### src/rtl/student_arbmux_pkg.sv
// Shared definitions for multi-source arbitrating blocks: arbitration
// mode codes and the channel-index width helper.
package student_arbmux_pkg;

    localparam int ARB_FIXED = 0;
    localparam int ARB_RR    = 1;

    // Width of a channel index for n channels, never narrower than one bit.
    function automatic int sel_width(input int n);
        return (n <= 2) ? 1 : $clog2(n);
    endfunction

endpackage

### src/rtl/student_rr_arbiter.sv
// Combinational arbiter: picks one requesting channel, either rotating
// from a start pointer (round-robin) or lowest index first (fixed).
module student_rr_arbiter
    import student_arbmux_pkg::*;
#(
    parameter int N  = 4,
    parameter int RR = ARB_RR,
    localparam int SELW = sel_width(N)
) (
    input  logic [N-1:0]    req,
    input  logic [SELW-1:0] ptr,
    output logic [SELW-1:0] grant,
    output logic            any_req
);

    int              idx;
    logic [SELW-1:0] cand;
    logic            found;

    // Scan channels starting at ptr (or 0 in fixed mode), wrapping modulo N;
    // the first requester seen wins.
    always_comb begin
        grant = '0;
        found = 1'b0;
        idx   = 0;
        cand  = '0;
        for (int k = 0; k < N; k++) begin
            idx = (RR == ARB_RR) ? int'(ptr) + k : k;
            if (idx >= N) begin
                idx = idx - N;
            end
            cand = SELW'(idx);
            if (!found && req[cand]) begin
                found = 1'b1;
                grant = cand;
            end
        end
    end

    assign any_req = |req;

endmodule

### src/rtl/student_arbmux.sv
// N-channel arbitrating multiplexer with a single registered output stage
// and valid/ready handshakes on every input and on the output.
module student_arbmux
    import student_arbmux_pkg::*;
#(
    parameter int WIDTH = 16,
    parameter int N     = 4,
    parameter int RR    = ARB_RR,
    localparam int SELW = sel_width(N)
) (
    input  logic                 clk,
    input  logic                 reset,
    input  logic [N*WIDTH-1:0]   in_data,
    input  logic [N-1:0]         in_valid,
    output logic [N-1:0]         in_ready,
    output logic [WIDTH-1:0]     out_data,
    output logic [SELW-1:0]      out_sel,
    output logic                 out_valid,
    input  logic                 out_ready
);

    logic [SELW-1:0]  grant;
    logic [SELW-1:0]  ptr;
    logic             any_req;
    logic             can_load;
    logic             load;

    logic [WIDTH-1:0] data_p1;
    logic [SELW-1:0]  sel_p1;
    logic             vld_p1;

    student_rr_arbiter #(
        .N  (N),
        .RR (RR)
    ) u_arb (
        .req     (in_valid),
        .ptr     (ptr),
        .grant   (grant),
        .any_req (any_req)
    );

    // The output slot can accept a word when empty or when it drains this
    // same edge, which gives back-to-back transfers with no bubble.
    assign can_load = !vld_p1 || out_ready;
    assign load     = can_load && any_req;

    // Only the granted channel sees ready, and only on a load edge.
    always_comb begin
        in_ready = '0;
        if (!reset && load) begin
            in_ready[grant] = 1'b1;
        end
    end

    // ---- stage p0 -> p1: output register and rotation pointer ----
    // Load the granted word, drain an empty-handed slot, or hold under stall.
    always_ff @(posedge clk) begin
        if (reset) begin
            vld_p1  <= 1'b0;
            data_p1 <= '0;
            sel_p1  <= '0;
            ptr     <= '0;
        end else if (load) begin
            vld_p1  <= 1'b1;
            data_p1 <= in_data[int'(grant)*WIDTH +: WIDTH];
            sel_p1  <= grant;
            if (RR == ARB_RR) begin
                ptr <= (grant == SELW'(N - 1)) ? '0 : grant + SELW'(1);
            end
        end else if (vld_p1 && out_ready) begin
            vld_p1 <= 1'b0;
        end
    end

    assign out_data  = data_p1;
    assign out_sel   = sel_p1;
    assign out_valid = vld_p1;

endmodule

### config.mk
export PLATFORM = sky130hd
export DESIGN_NAME = student_arbmux
export DESIGN_NICKNAME = d
export VERILOG_FILES = /design/src/rtl/student_arbmux_pkg.sv /design/src/rtl/student_rr_arbiter.sv /design/src/rtl/student_arbmux.sv
export SDC_FILE = /design/constraint.sdc
export NUM_CORES = 1
export LEC_CHECK = 0
export CORE_ASPECT_RATIO = 1.1
export CORE_MARGIN = 10
export CORE_UTILIZATION = 34
export DETAILED_ROUTE_END_ITERATION = 10
export MAX_ROUTING_LAYER = met4
export PLACE_DENSITY = 0.87
export SLEW_MARGIN = 25
export SYNTH_ARGS = -nofsm -noshare
export SYNTH_HDL_FRONTEND = slang
export SYNTH_SLANG_ARGS = --single-unit
### constraint.sdc
create_clock -name clk -period 1.7 [get_ports clk]
set_input_delay 0.34 -clock clk [delete_from_list [all_inputs] [get_ports clk]]
set_output_delay 0.34 -clock clk [all_outputs]
set_load 0.05 [all_outputs]
==> results of run 1 <==
synth_stat cells:
cell type	n	area share, %
o31ai_1	1	0.49
nand2b_1	1	0.40
a21o_1	1	0.49
buf_1	1	0.24
nor2_1	21	5.1
dfxtp_1	21	27
nor3b_1	2	0.97
or4_4	2	1.5
nand3_1	6	1.9
o21ai_0	1	0.32
o21ai_1	16	5.2
a221oi_1	10	5.7
and3_1	16	6.5
o32ai_1	1	0.57
a21oi_1	8	2.6
inv_1	7	1.7
a211oi_2	1	0.81
a211oi_1	17	8.3
o221ai_1	2	1.1
o211a_1	7	4.5
buf_4	2	0.97
nor2b_1	4	1.6
a21boi_1	3	1.5
o32a_1	1	0.65
clkbuf_1	9	2.2
nor3_1	4	1.3
nor4_1	1	0.40
buf_2	3	0.97
and2_1	1	0.40
a21boi_2	14	10
inv_2	1	0.24
buf_6	4	2.9
nand2_1	5	1.2
cell type report:
class,count,area (µm²),area share [%]
Timing Repair Buffer,144,1430,44.9
Multi-Input combinational cell,146,1180,37.2
Sequential cell,21,427,13.4
Tap cell,54,67.6,2.13
Clock buffer,4,45.0,1.42
Inverter,8,30.0,0.945
critical path: stages (launching register included):
cell and delay, ns:
dfxtp_2 0.34, buf_12 0.13, or4_4 0.63, buf_16 0.19, and3_1 0.18, o21ai_1 0.19
a211oi_1 0.10
where the power goes:
part	internal (mW)	switching, mW	leakage (nW)	total [mW]
clock	0.167	0.177	0.0228	0.344
sequential	0.552	0.0406	0.175	0.593
combinational	0.604	0.634	1.14	1.24
worst min path at each step:
stage / endpoint / start / slack, ns / cells after the start
final: out_sel[1] / out_sel[1] / 0.47 / 2
after global routing: out_sel[1] / out_sel[1] / 0.50 / 2
after CTS: out_sel[1] / out_sel[1] / 0.47 / 2
after detailed placement: out_sel[1] / out_sel[1] / 0.46 / 2
after global placement: out_sel[1] / out_sel[1] / 0.45 / 2
after floorplan: ptr[0] / ptr[0] / 0.51 / 2
sequential cells by signal, indices dropped and copies added (netlist names):
name       count
out_sel        2
out_valid      1
ptr            2
out_data      16
layer usage:
layer | wire (µm) | track usage (%) | vias up | share of wire [%]
met1 | 2890 | 18.3 | 1008 | 37
met3 | 470 | 4.06 | 24 | 6.0
li1 | - | - | 991 | -
met5 | 0 | - | - | 0
met4 | 348 | 9.08 | 0 | 4.5
met2 | 4070 | 33.6 | 98 | 52
through the flow:
stage | cell area (µm²) | utilization [%] | setup TNS, ns
2_1_floorplan | 1700 | - | -0.138
3_3_place_gp | 2790 | 64.1 | -11.19
3_5_place_dp | 2790 | 64.1 | -12.04
4_1_cts | 3030 | 69.7 | -1.23
5_1_grt | 3180 | 73.1 | -3.52
6_report | 3180 | 73.1 | -2.28
cell families (layout without fill, tap and decap cells):
group	count (synthesis)	after routing	synth area share (%)
buffers and inverters	27	156	9.22
AND/OR/NAND/NOR	63	63	21.3
AO/OA/AOI/OAI	83	83	42.3
flip-flops	21	21	27.2
repair_timing:
item	CTS	global route
hold buffers	0	0
pin swaps	13	11
setup buffers	6	7
resized for setup	44	10
cloned	2	2
setup endpoints to repair	24	22
==> flow_summary.json, run 1 <==
{
  "grt.overflow.total": 0,
  "skew_ns": 0.00169,
  "place_hpwl_um": 5250,
  "ys_warn_count": 0,
  "path_class": "register to register",
  "grt_max_degree": 34,
  "initial_utilization_pct": 35.6,
  "numPortBuffers": 93,
  "yosysSeqAreaShare_pct": 27.2,
  "final_common_cell": "clkdlybuf4s50_1",
  "end_kind": "register",
  "drc_errors": 0,
  "die_h_um": 90.7,
  "dp_slack_ns": -0.584,
  "fillCellCount": 295,
  "antenna_cells": 0,
  "timing.final.crit_share_pct": 111,
  "violations": "negative setup slack",
  "ant_nets": 0,
  "drive_gt1_share_pct": 41.2,
  "grt_pass1_vias": 2270,
  "cts_tree": "yes",
  "rr_startpoint": "ptr[1]",
  "cts.htree.levels": 1,
  "endpoint": "out_data[4]",
  "setup_viol": 22,
  "die_x_um": 84.3,
  "drv_cap": 0,
  "path_max_fanout": 8,
  "whs_ns": 0.470,
  "worstPathRequired_ns": 1.85,
  "hold_viol": 0,
  "dp_cells": 356,
  "cts_made_buffers": 3,
  "crit_arrival_ns": 2.04,
  "first_pass_iters": 4,
  "grt_pass1_wl_um": 11600,
  "critPathLaunchType": "register",
  "power_leakage_nw": 1.34,
  "p_total_mw": 2.17,
  "hp-class": "register to register",
  "startpoint": "ptr[1]",
  "ios": 94,
  "irDropWorstVdd_uv": 361,
  "routedWlPerCell_um": 20.6,
  "rr_endpoint": "out_data[4]",
  "setup_ws_ns": -0.191,
  "layout_min_cycle_time_ns": 1.89,
  "antenna_found_initial": 0,
  "maxSlewViolCount": 0,
  "rsz0062_at_grt": "yes",
  "fin_nets": 395,
  "clkSinkCount": 21,
  "place.gp.congestion": 0.902,
  "synth_nets": 265,
  "cts-root-buf": "clkbuf_8",
  "die_area_mm2": 0.00765,
  "power_density_mw_per_mm2": 684,
  "ys_types": 33,
  "drt-vias-per-instance": 5.63,
  "reg2reg_depth": 6,
  "area_growth_pct": 106,
  "worstMarginPinSlew_ns": 0.474,
  "relSlewSlack_pct": 68.4,
  "drt_iter0_markers": 188,
  "fin_cells": 377,
  "max_freq_ghz": 0.529,
  "synth_cells": 194,
  "netlist_area_mm2": 0.00155,
  "vias": 2121,
  "row_count": 25,
  "core-area_mm2": 0.00435,
  "status": "finished, violations left",
  "grt.total_usage_pct": 18.6,
  "synth_area_per_cell_um2": 7.97,
  "wl_um": 7780,
  "cts_buffer_depth": 2,
  "clock_latency_ns": 0.26,
  "ys_ff_latch": 21,
  "layout_common_cells": "65 x clkdlybuf4s50_1, 54 x buf_4, 21 x nor2_1, 18 x dfxtp_1, 17 x a21boi_2",
  "clk_pin_slew_worst_paths_ns": 0.08,
  "reg2reg_setup_slack_ns": -0.19
}
No activity file was read; power rests on OpenSTA's default activity.
==> run 2: changes to the inputs <==
--- a/config.mk
+++ b/config.mk
@@ -6,7 +6,6 @@
 export NUM_CORES = 1
 export LEC_CHECK = 0
 export CORE_ASPECT_RATIO = 1.1
-export CORE_MARGIN = 10
 export CORE_UTILIZATION = 34
 export DETAILED_ROUTE_END_ITERATION = 10
 export MAX_ROUTING_LAYER = met4
==> run 2 against run 1 <==
Against the previous run:
- the flow still finishes with violations (negative setup slack)
- global-route usage rose by 7.4 points
- wire length fell by 3.2%
- worst setup slack improved by 0.037 ns
- via count rose by 2.7%
- clock power fell by 2%
- clock-buffer cell count did not move
- critical path depth did not move
- critical endpoint unchanged
- clock skew rose by 0.0042 ns
==> flow_summary.json, run 2 (synthesized netlist as in run 1, its figures left out) <==
{
  "fin_cells": 374,
  "antenna_found_initial": 0,
  "ant_nets": 0,
  "cts_made_buffers": 3,
  "worstMarginPinSlew_ns": 0.621,
  "grtUsageMet1_pct": 27.1,
  "grt_pass1_wl_um": 9340,
  "first_pass_iters": 4,
  "grt_max_degree": 34,
  "clock_latency_ns": 0.26,
  "cts_buffer_depth": 2,
  "cp_num_buf_inv": 2,
  "path_class": "register to register",
  "drt-vias-per-instance": 5.83,
  "status": "finished, violations left",
  "row_count": 25,
  "worstPathRequired_ns": 1.84,
  "cts.htree.levels": 1,
  "irDropWorstVdd_uv": 405,
  "drv_cap": 0,
  "wl_um": 7530,
  "worstHoldPathCells": 2,
  "die_x_um": 66.3,
  "vias": 2179,
  "rsz0062_at_grt": "yes",
  "ios": 94,
  "grt.overflow.total": 0,
  "whs_ns": 0.479,
  "p_total_mw": 2.25,
  "top_usage_layer": "met2",
  "maxSlewViolCount": 0,
  "core-area_mm2": 0.00432,
  "clk_pin_slew_worst_paths_ns": 0.08,
  "slowest_delay_ns": 0.61,
  "setup_viol": 21,
  "end_kind": "register",
  "crit_arrival_ns": 1.99,
  "min-delay-start": "out_sel[1]",
  "rr_startpoint": "ptr[1]",
  "drt_iter0_markers": 112,
  "hp-class": "register to register",
  "layout_min_cycle_time_ns": 1.85,
  "drc_errors": 0,
  "setup_ws_ns": -0.154,
  "cpMaxStageDelayCell": "or4_4",
  "final_common_cell": "clkdlybuf4s50_1",
  "fin_nets": 392,
  "reg2reg_setup_slack_ns": -0.15,
  "die_area_mm2": 0.00482,
  "power_leakage_nw": 1.35,
  "max_freq_ghz": 0.539,
  "power_density_mw_per_mm2": 686,
  "largest_reg_flops": 16,
  "layout_common_cells": "65 x clkdlybuf4s50_1, 51 x buf_4, 21 x nor2_1, 18 x dfxtp_1, 17 x a21boi_2",
  "relSlewSlack_pct": 58.6,
  "skew_ns": 0.00589,
  "rr_endpoint": "out_data[4]",
  "initial_utilization_pct": 35.8,
  "drive_gt1_share_pct": 49.7,
  "cts_tree": "yes",
  "place.gp.congestion": 1.02,
  "dp_cells": 355,
  "hold_buffers": 0,
  "fillCellCount": 284,
  "critPathLaunchType": "register",
  "reg2reg_depth": 6,
  "whs_endpoint": "out_sel[1]",
  "cts-root-buf": "clkbuf_8",
  "routedWlPerCell_um": 20.1,
  "startpoint": "ptr[1]",
  "antenna_cells": 0,
  "area_growth_pct": 112,
  "timing.final.crit_share_pct": 109,
  "numPortBuffers": 93,
  "path_delay_family": "simple AND/OR/NAND/NOR gates",
  "place_hpwl_um": 4260,
  "clkSinkCount": 21,
  "die_h_um": 72.7,
  "met3_usage_pct": 4.22,
  "violations": "negative setup slack",
  "path_max_fanout": 8,
  "met2_usage_pct": 47.3,
  "hold_viol": 0,
  "grt_pass1_vias": 2009,
  "grt.total_usage_pct": 26.1,
  "path_cells": "buf_6 > or4_4 > clkbuf_16 > and3_4 > o21ai_1 > a211oi_1"
}
[run 2: cell count changes in the layout (fill, tap and decap cells not counted), moves of 3 or more]
cell and change:
o21ai_1 -10, o21ai_2 +10, a211oi_1 -8, a211oi_2 +8, and3_1 -4, and3_4 +4
buf_4 -3
[run 2: layout make-up]
| class | count | area [µm²] | area share [%] |
|---|---|---|---|
| multi-input combinational | 146 | 1330 | 40.6 |
| sequential | 21 | 429 | 13.1 |
| inverter | 8 | 30.0 | 0.917 |
| timing repair buffer | 141 | 1370 | 42.0 |
| clock buffer | 4 | 45.0 | 1.38 |
| tap | 54 | 67.6 | 2.06 |
[run 2: how the worst max path moves through the flow]
stage	endpoint	cells past startpoint
final	out_data[4]	6
after global routing	out_data[4]	6
after CTS	in_ready[0]	5
after detailed placement	out_data[13]	7
after global placement	out_data[0]	7
after floorplan	in_ready[0]	6
[run 2: through the flow]
| stage | TNS [ns] | utilization (%) | cell area (µm²) | setup slack, ns |
|---|---|---|---|---|
| 2_1_floorplan | -0.138 | - | 1700 | -0.0739 |
| 3_3_place_gp | -11.62 | 64.1 | 2770 | -0.542 |
| 3_5_place_dp | -12.42 | 64.1 | 2770 | -0.582 |
| 4_1_cts | -0.480 | 68.7 | 2960 | -0.118 |
| 5_1_grt | -3.27 | 75.8 | 3270 | -0.249 |
| 6_report | -2.32 | 75.8 | 3270 | -0.154 |
[run 2: what timing repair did]
item / 4_1_cts / 5_1_grt
cloned: 0 / 4
setup endpoints to repair: 24 / 21
endpoints found under the hold margin: 0 / 0
setup buffers: 8 / 3
resized for setup: 41 / 43
pin swaps: 12 / 20
[run 2: tightest hold or removal path, stage by stage (launching register included)]
cell and delay (ns):
dfxtp_1 0.32, nand2_1 0.05, a21oi_1 0.06
[run 2: metal layers]
metal  share of wire [%]  wire (µm)
met5                   0          0
met4                 3.9        292
met3                 4.8        360
met2                  53       4020
met1                  38       2850
[run 2: power by group]
group / internal (mW) / total, mW / switching [mW]
Sequential: 0.552 / 0.598 / 0.0457
Clock: 0.167 / 0.336 / 0.169
Combinational: 0.624 / 1.31 / 0.687
==> run 3: changes to the inputs <==
--- a/config.mk
+++ b/config.mk
@@ -6,6 +6,7 @@
 export NUM_CORES = 1
 export LEC_CHECK = 0
 export CORE_ASPECT_RATIO = 1.1
+export CORE_MARGIN = 5
 export CORE_UTILIZATION = 34
 export DETAILED_ROUTE_END_ITERATION = 10
 export MAX_ROUTING_LAYER = met4
==> run 3 against run 2 <==
Against the previous run:
- the run still ends with negative setup slack left
- sequential power fell by 1%
- clock power barely moved
- cell count shrank 2.1%
- critical path type is now register to output pin
- sequential share of layout area increased by 0.93 points
- wire length fell by 11%
- first-iteration DRC count increased by 41%
- fmax up 0.38%
- clock-buffer cell count down 1
- worst hold slack worse by 0.012 ns
- worst setup slack better by 0.0070 ns
- largest power group unchanged
- combinational power decreased by 11%
==> flow_summary.json, run 3 (synthesized netlist as in run 1, its figures left out) <==
{
  "drt-vias-per-instance": 5.53,
  "hold_viol": 0,
  "layout_min_cycle_time_ns": 1.85,
  "startpoint": "ptr[1]",
  "first_pass_iters": 4,
  "grt_max_degree": 34,
  "hp-class": "register to register",
  "cts-root-buf": "clkbuf_8",
  "drive_gt1_share_pct": 40.1,
  "largest_reg_flops": 16,
  "grt.overflow.total": 0,
  "layout_common_cells": "65 x clkdlybuf4s50_1, 43 x buf_4, 21 x nor2_1, 18 x dfxtp_1, 17 x a21boi_2",
  "max_freq_ghz": 0.541,
  "worstMarginPinSlew_ns": 0.644,
  "postPlaceCellArea_mm2": 0.00279,
  "antenna_cells": 0,
  "antenna_found_initial": 0,
  "place.gp.congestion": 0.897,
  "status": "finished, violations left",
  "setup_viol": 20,
  "path_delay_family": "flip-flops",
  "die_area_mm2": 0.00600,
  "crit_arrival_ns": 1.51,
  "rsz0062_at_grt": "yes",
  "core-area_mm2": 0.00435,
  "irDropWorstVdd_uv": 392,
  "wl_um": 6660,
  "die_x_um": 74.3,
  "relSlewSlack_pct": 57.1,
  "cts_made_buffers": 3,
  "end_kind": "output pin",
  "clk_pin_slew_worst_paths_ns": 0.08,
  "timing.final.crit_share_pct": 109,
  "routedWlPerCell_um": 18.2,
  "setup_ws_ns": -0.147,
  "slowest_delay_ns": 0.37,
  "power_density_mw_per_mm2": 682,
  "path_class": "register to output pin",
  "cts_tree": "yes",
  "ant_nets": 0,
  "path_max_fanout": 5,
  "dp_cells": 354,
  "clkSinkCount": 21,
  "drt_iter0_markers": 158,
  "cpMaxStageDelayCell": "dfxtp_4",
  "hold_buffers": 0,
  "cts_buffer_depth": 2,
  "final_area_mm2": 0.00306,
  "path_cells": "buf_6 > a21oi_2 > o211a_1 > nor3b_4 > buf_6",
  "maxSlewViolCount": 0,
  "row_count": 25,
  "power_leakage_nw": 1.28,
  "drc_errors": 0,
  "fin_cells": 366,
  "ios": 94,
  "grt.total_usage_pct": 21.3,
  "cts.htree.levels": 1,
  "numPortBuffers": 93,
  "clock_latency_ns": 0.26,
  "fin_nets": 384,
  "vias": 2023,
  "die_h_um": 80.7,
  "path_common_cell": "buf_6",
  "initial_utilization_pct": 35.6,
  "min-delay-start": "out_sel[1]",
  "critPathLaunchType": "register",
  "rr_startpoint": "ptr[1]",
  "skew_ns": 0.00193,
  "place_hpwl_um": 4650,
  "final_common_cell": "clkdlybuf4s50_1",
  "area_growth_pct": 97.6,
  "violations": "negative setup slack",
  "cp_num_buf_inv": 2,
  "grt_pass1_wl_um": 9630,
  "worstPathRequired_ns": 1.36,
  "p_total_mw": 2.08,
  "drv_cap": 0,
  "grt_pass1_vias": 2043
}
[run 3: cell count changes in the layout (fill, tap and decap cells not counted), moves of 2 or more]
cell | previous run | this run
a211oi_1 | 6 | 13
a211oi_2 | 12 | 5
a21oi_1 | 3 | 5
a21oi_4 | 2 | 0
and3_1 | 7 | 13
and3_4 | 9 | 3
buf_12 | 4 | 6
buf_4 | 51 | 43
clkbuf_16 | 3 | 1
o21ai_1 | 4 | 13
o21ai_2 | 13 | 4
[run 3: layer usage]
metal | routed length, µm | vias to the layer above | global-route usage, %
met3 | 440 | 12 | 2.35
met1 | 2580 | 951 | 24.2
met5 | 0 | - | -
met2 | 3540 | 94 | 38.4
met4 | 104 | 0 | 7.30
li1 | - | 966 | -
[run 3: where the power goes]
group / total (mW) / internal, mW / switching [mW]
registers: 0.592 / 0.552 / 0.0399
logic: 1.16 / 0.551 / 0.607
clock network: 0.333 / 0.163 / 0.170
[run 3: layout make-up]
class	count	area, µm²
repair buffers	133	1300
well taps	54	67.6
clock buffers	3	41.3
multi-input cells	146	1180
flip-flops and latches	21	429
fillers	331	1290
inverters	8	30.0
clock inverters	1	5.00
[run 3: what timing repair did]
action | 4_1_cts | 5_1_grt
resized for setup | 39 | 14
pin swaps | 8 | 13
setup buffers | 4 | 2
gates cloned | 0 | 2
endpoints found under the hold margin | 0 | 0
setup endpoints to repair | 24 | 21
[run 3: per-stage QoR]
step	setup WS (ns)	hold WS (ns)	util, %	TNS, ns
after floorplan	-0.0739	0.511	-	-0.138
after global placement	-0.539	0.448	64.1	-11.56
after detailed placement	-0.591	0.457	64.1	-12.33
after CTS	-0.0880	0.469	67.7	-1.03
after global routing	-0.229	0.506	70.3	-3.10
final	-0.147	0.467	70.3	-1.61
[run 3: worst min-delay path: cells and delay by family, from the launching register on]
| kind | cells | cell delay [ns] |
|---|---|---|
| flip-flops | 1 | 0.32 |
| AND/OR/NAND/NOR | 1 | 0.05 |
| AO/OA/AOI/OAI | 1 | 0.05 |
[run 3: path summary, 6_finish.rpt]
kind | endpoint | slack (ns) | cells after the start
setup / recovery | in_ready[1] | -0.15 | 5
hold / removal | out_sel[1] | 0.47 | 2
setup reg to reg | out_data[6] | -0.13 | 6
hold reg to reg | out_sel[1] | 0.47 | 2
==> RTL change 1 (flow settings as in run 3) <==
Set the parameter `WIDTH` to 12 (it was 16).
--- a/src/rtl/student_arbmux.sv
+++ b/src/rtl/student_arbmux.sv
@@ -3,7 +3,7 @@
 module student_arbmux
     import student_arbmux_pkg::*;
 #(
-    parameter int WIDTH = 16,
+    parameter int WIDTH = 12,
     parameter int N     = 4,
     parameter int RR    = ARB_RR,
     localparam int SELW = sel_width(N)
Interface: changed (resized in_data and out_data); port bits go from 94 to 74. The function was not compared with the original's and may differ.
==> RTL change 1 against run 3 <==
The flow still finishes with violations (negative setup slack). Sequential cell count is 4 lower. Sequential share of layout area is 0.61 points lower. Critical endpoint is now in_ready[2]. Wire length is 30% lower. Non-clock buffer count is 34 lower. Via count is 29% lower. Count of clock-buffer cells in the layout is 1 higher. Fmax is 11% lower. Area after synthesis is 19% lower. Power is 1.5% lower. Clock power is 8.1% lower. Critical path type unchanged. Worst setup slack worse by 0.23 ns. Highest routed layer unchanged. Cell area is 16% lower. Sequential power is 16% lower.
==> RTL change 1: results (changes against run 3) <==
| Metric | Value |
|---|---|
| Fin nets | 286 (-26%) |
| Gpl congestion | 0.746 (-17%) |
| Critical Path AT | 1.73 ns (+0.22 ns) |
| Final wirelength | 4700 um (-30%) |
| Status | finished with violations |
| Internal | 1.21 mW (-4.6%) |
| Largest cells by area after synthesis | dfxtp_1, nor4_2, and3_1 |
| Synth cell count leaders | and3_1, a211oi_1, dfxtp_1 |
| Post-DP HPWL | 3100 um (-33%) |
| Post-synthesis sequential area ratio | 27.3% (+0.12 points) |
| Setup Viol. Count Final | 12 (-40%) |
| Post-Place Cell Area | 2180 um2 (-22%) |
| Buffers added on ports | 73 (-22%) |
| Failing checks | negative setup slack |
| Worst-Margin Slew | 0.441 ns (-0.204 ns) |
| Final WS setup | -0.374 ns (-0.227 ns) |
| Worst vdd ir | 0.437 mV (+11%) |
| Vias/cell | 5.17 (-6.5%) |
| Number of flip-flops in the largest register | 12 (-4) |
| Global-route wire length before repair | 6760 um (-30%) |
| Largest net degree at the start of global routing | 25 (-26%) |
| Syn Nets | 192 (-28%) |
| Fillers | 271 (-18%) |
| Final Skew | 0.000797 ns (-0.00114 ns) |
| Leakage | 1.02 nW (-20%) |
| Share of layout cells above drive strength 1 | 48.9% (+8.8 points) |
RTL change 1: cell count changes in the layout (fill, tap and decap cells not counted), moves of 7 or more:
cell	run 3	this run
a21boi_2	17	1
clkdlybuf4s50_1	65	49
nor4_2	0	13
o21ai_1	13	0
a211oi_1	13	2
a211oi_4	0	11
and3_1	13	24
buf_4	43	32
buf_6	13	3
a211oi_2	5	13
a221oi_1	8	0
nor2_1	21	14
o211a_1	7	0
RTL change 1: cell families after synthesis:
group                    count (synthesis)  share of synthesized area, %
AND/OR/NAND/NOR                         66                          36.5
adder cells (fa/ha/maj)                  1                          1.00
flip-flops                              17                          27.3
buffers and inverters                   15                          8.13
AO/OA/AOI/OAI                           36                          26.2
multiplexers                             1                         0.803
RTL change 1: critical path, delay by kind of cell, from the launching register on:
kind	cells	cell delay, ns
flops	1	0.37
compound gates	1	0.36
simple gates	2	0.38
fa+ha+maj	1	0.13
buf+inv	2	0.24
RTL change 1: final cells by class:
cell class	instances	area [um2]	share of cell area, %
multi-input combinational	105	1080	42.0
sequential	17	347	13.4
clock buffer	4	45.0	1.75
inverter	4	27.5	1.07
tap	50	62.6	2.43
timing repair buffer	99	1010	39.3
RTL change 1: power groups by stage:
stage | sequential (mW) | clock [mW] | combinational, mW
after detailed placement | 0.502 | 0 | 0.972
final | 0.499 | 0.306 | 1.25
after global placement | 0.498 | 0 | 0.961
after floorplan | 0.673 | 0 | 0.446
after global routing | 0.508 | 0.329 | 1.31
after CTS | 0.495 | 0.307 | 1.04
RTL change 1: repair_timing:
action / in CTS / in global routing
hold endpoints to repair: 0 / 0
gates resized for setup: 28 / 35
setup endpoints to repair: 20 / 17
buffers inserted: 3 / 4
cloned: 1 / 2
pin swaps: 13 / 24
RTL change 1: per-stage QoR:
| stage | instances | setup slack [ns] | utilization [%] | setup TNS [ns] |
|---|---|---|---|---|
| after floorplan | 136 | -0.431 | - | -1.39 |
| after global placement | 265 | -0.672 | 60.6 | -10.10 |
| after detailed placement | 265 | -0.709 | 60.6 | -10.70 |
| after CTS | 273 | -0.346 | 65.0 | -2.55 |
| after global routing | 279 | -0.454 | 71.7 | -2.92 |
| final | 279 | -0.374 | 71.7 | -1.44 |
RTL change 1: path summary, 6_finish.rpt:
kind / startpoint / endpoint / slack [ns] / cells past startpoint
setup / recovery: ptr[1] / in_ready[2] / -0.37 / 6
hold / removal: out_valid / out_valid / 0.49 / 2
setup reg to reg: ptr[1] / out_data[4] / -0.02 / 7
hold reg to reg: out_valid / out_valid / 0.49 / 2
RTL change 1: routing by layer:
metal	track usage (%)	routed length (um)
met5	-	0
met4	5.63	55
met3	2.29	243
met2	32.6	2580
met1	20.2	1810
==> RTL change 2 (config.mk and constraints of run 3) <==
Made on the original files. Make the reset (`reset`) asynchronous in one clocked block.
--- a/src/rtl/student_arbmux.sv
+++ b/src/rtl/student_arbmux.sv
@@ -54,7 +54,7 @@
 
     // ---- stage p0 -> p1: output register and rotation pointer ----
     // Load the granted word, drain an empty-handed slot, or hold under stall.
-    always_ff @(posedge clk) begin
+    always_ff @(posedge clk or posedge reset) begin
         if (reset) begin
             vld_p1  <= 1'b0;
             data_p1 <= '0;
Formal check against the unedited RTL: differs if reset is asserted again (counterexample within 4 cycles, from zero or initial values and one cycle with reset high); with reset held inactive, the same outputs for 10 cycles.
==> RTL change 2 against run 3 <==
The run still ends with negative setup slack left. Clock skew is 0.00062 ns lower. Area after synthesis is 12% lower. Power is 53% higher. Sequential cell count stayed put. First-iteration DRC count is 80% lower. Sequential power is 33% higher. Critical path depth is 1 lower. Worst setup slack worse by 0.18 ns. Cell area is 14% lower. Count of clock-buffer cells in the layout stayed put. Clock power is 2% higher. Wire length is 34% lower. Worst hold slack worse by 0.090 ns. Largest cell class unchanged.
==> RTL change 2: results (changes against run 3) <==
| Metric | Value |
|---|---|
| Hold path depth | 4 (+2) |
| Post-synthesis sequential area ratio | 38.6% (+11 points) |
| Largest net degree at the start of global routing | 18 (-47%) |
| Share of layout cells above drive strength 1 | 30.0% (-10 points) |
| Fin nets | 305 (-21%) |
| Post-Synth XOR/XNOR Area | 0.643% (+0.64 points) |
| Setup TNS | -5.09 ns (-3.48 ns) |
| Compound-Gate Fraction of Synth Area | 23.6% (-19 points) |
| Worst reg-to-reg path cell count | 8 (+2) |
| Gpl congestion | 0.759 (-15%) |
| Cell count after synthesis | 122 (-37%) |
| DP Worst Slack | -0.654 ns (-0.0630 ns) |
| DR WL met2 | 2360 um (-33%) |
| Drt pass-1 iters | 4 (unchanged) |
| Post-synth ARST share | 100% (+100 points) |
| Worst-Margin Slew | 0.370 ns (-0.274 ns) |
| Setup Viol. Count Final | 21 (+5.0%) |
| Largest cells by area after synthesis | dfrtp_1, mux2i_1, o2bb2ai_1 |
| Status | finished with violations |
| Metal-1 WL | 1600 um (-38%) |
| Leakage | 1.12 nW (-12%) |
| Multiplexer area fraction after synthesis | 25.1% (+25 points) |
| Critical Path AT | 1.69 ns (+0.18 ns) |
| Syn Nets | 193 (-27%) |
| Worst vdd ir | 0.591 mV (+51%) |
| Internal | 1.73 mW (+37%) |
| Via count | 1,392 (-31%) |
| Finished Layout Cells | 285 (-22%) |
| Global-route wire length before repair | 6960 um (-28%) |
| Placed Cells | 273 (-23%) |
| Worst hold path type | input port to register |
| Final Skew | 0.00132 ns (-0.000618 ns) |
| Failing checks | negative setup slack |
| GRT Total Usage | 16.2% (-5.1 points) |
| Yosys cell types | 28 (-15%) |
| Synth Area in Adders | 0% (unchanged) |
| Final wirelength | 4400 um (-34%) |
| Top FF cell, synth | dfrtp_1 |
| Iteration-0 DRC Markers | 31 (-80%) |
| Vias in the first global route | 1,534 (-25%) |
| DR WL met3 | 407 um (-7.5%) |
| Final WS setup | -0.331 ns (-0.184 ns) |
| Max FO, Critical Path | 7 (+2) |
| Synth cell count leaders | mux2i_1, dfrtp_1, a21oi_1 |
-- RTL change 2: cell count changes after synthesis, moves of 7 or more --
cell / delta
nor2_1: -20
clkbuf_1: -8
o2bb2ai_1: +16
a211oi_1: -17
o211a_1: -7
a21oi_1: +11
a21boi_2: -14
dfrtp_1: +21
a221oi_1: -10
dfxtp_1: -21
o21ai_1: -16
mux2i_1: +33
and3_1: -14
-- RTL change 2: routing by layer --
metal	GRT usage (%)	vias up
li1	-	691
met1	17.0	639
met2	29.3	58
met3	5.15	4
met4	3.26	0
met5	-	-
-- RTL change 2: metrics by stage --
step | area [um2] | power, mW
global placement | 2450 | 2.71
detailed placement | 2450 | 2.76
floorplan | 1410 | 2.08
finish | 2610 | 3.19
global route | 2610 | 3.35
CTS | 2550 | 3.16
-- RTL change 2: worst max-delay path: stages (launching register included) --
cell	delay (ns)
dfrtp_2	0.45
or3b_1	0.43
o221ai_4	0.15
and3_4	0.27
buf_12	0.13
-- RTL change 2: final cells by class --
cell class,count,area (um2)
clock inverter,1,7.51
sequential,21,528
clock buffer,3,41.3
fill,319,1320
multi-input combinational,90,846
tap,52,65.1
timing repair buffer,115,1110
inverter,3,11.3
-- RTL change 2: power by group through the flow --
| stage | sequential, mW | combinational [mW] | clock (mW) |
|---|---|---|---|
| 3_5_place_dp | 0.794 | 1.97 | 0 |
| 4_1_cts | 0.785 | 2.03 | 0.351 |
| 5_1_grt | 0.810 | 2.18 | 0.365 |
| 6_report | 0.786 | 2.06 | 0.340 |
| 3_3_place_gp | 0.778 | 1.93 | 0 |
| 2_1_floorplan | 1.33 | 0.747 | 0 |
-- RTL change 2: kinds of logic (layout without fill, tap and decap cells) --
kind of cell	after synthesis	after routing
and+or+nand+nor	11	11
xor gates and xnor gates	1	1
buffers and inverters	11	122
DFF	21	21
muxes	34	34
AOI/OAI and AO/OA	44	44
-- RTL change 2: final timing paths --
path                             from            to  slack, ns
min in group asynchronous       reset        ptr[0]       0.66
max                            ptr[1]   in_ready[0]      -0.33
min reg2reg                out_sel[1]    out_sel[1]       0.49
max in group asynchronous       reset   out_data[5]       0.87
min                         out_ready     out_valid       0.38
max reg2reg                    ptr[1]  out_data[12]      -0.30
-- RTL change 2: repair_timing --
item | in CTS | in global routing
pin swaps | 5 | 5
setup endpoints to repair | 22 | 21
cloned | 0 | 0
gates resized for setup | 8 | 13
hold endpoints to repair | 0 | 0
buffers inserted | 4 | 4
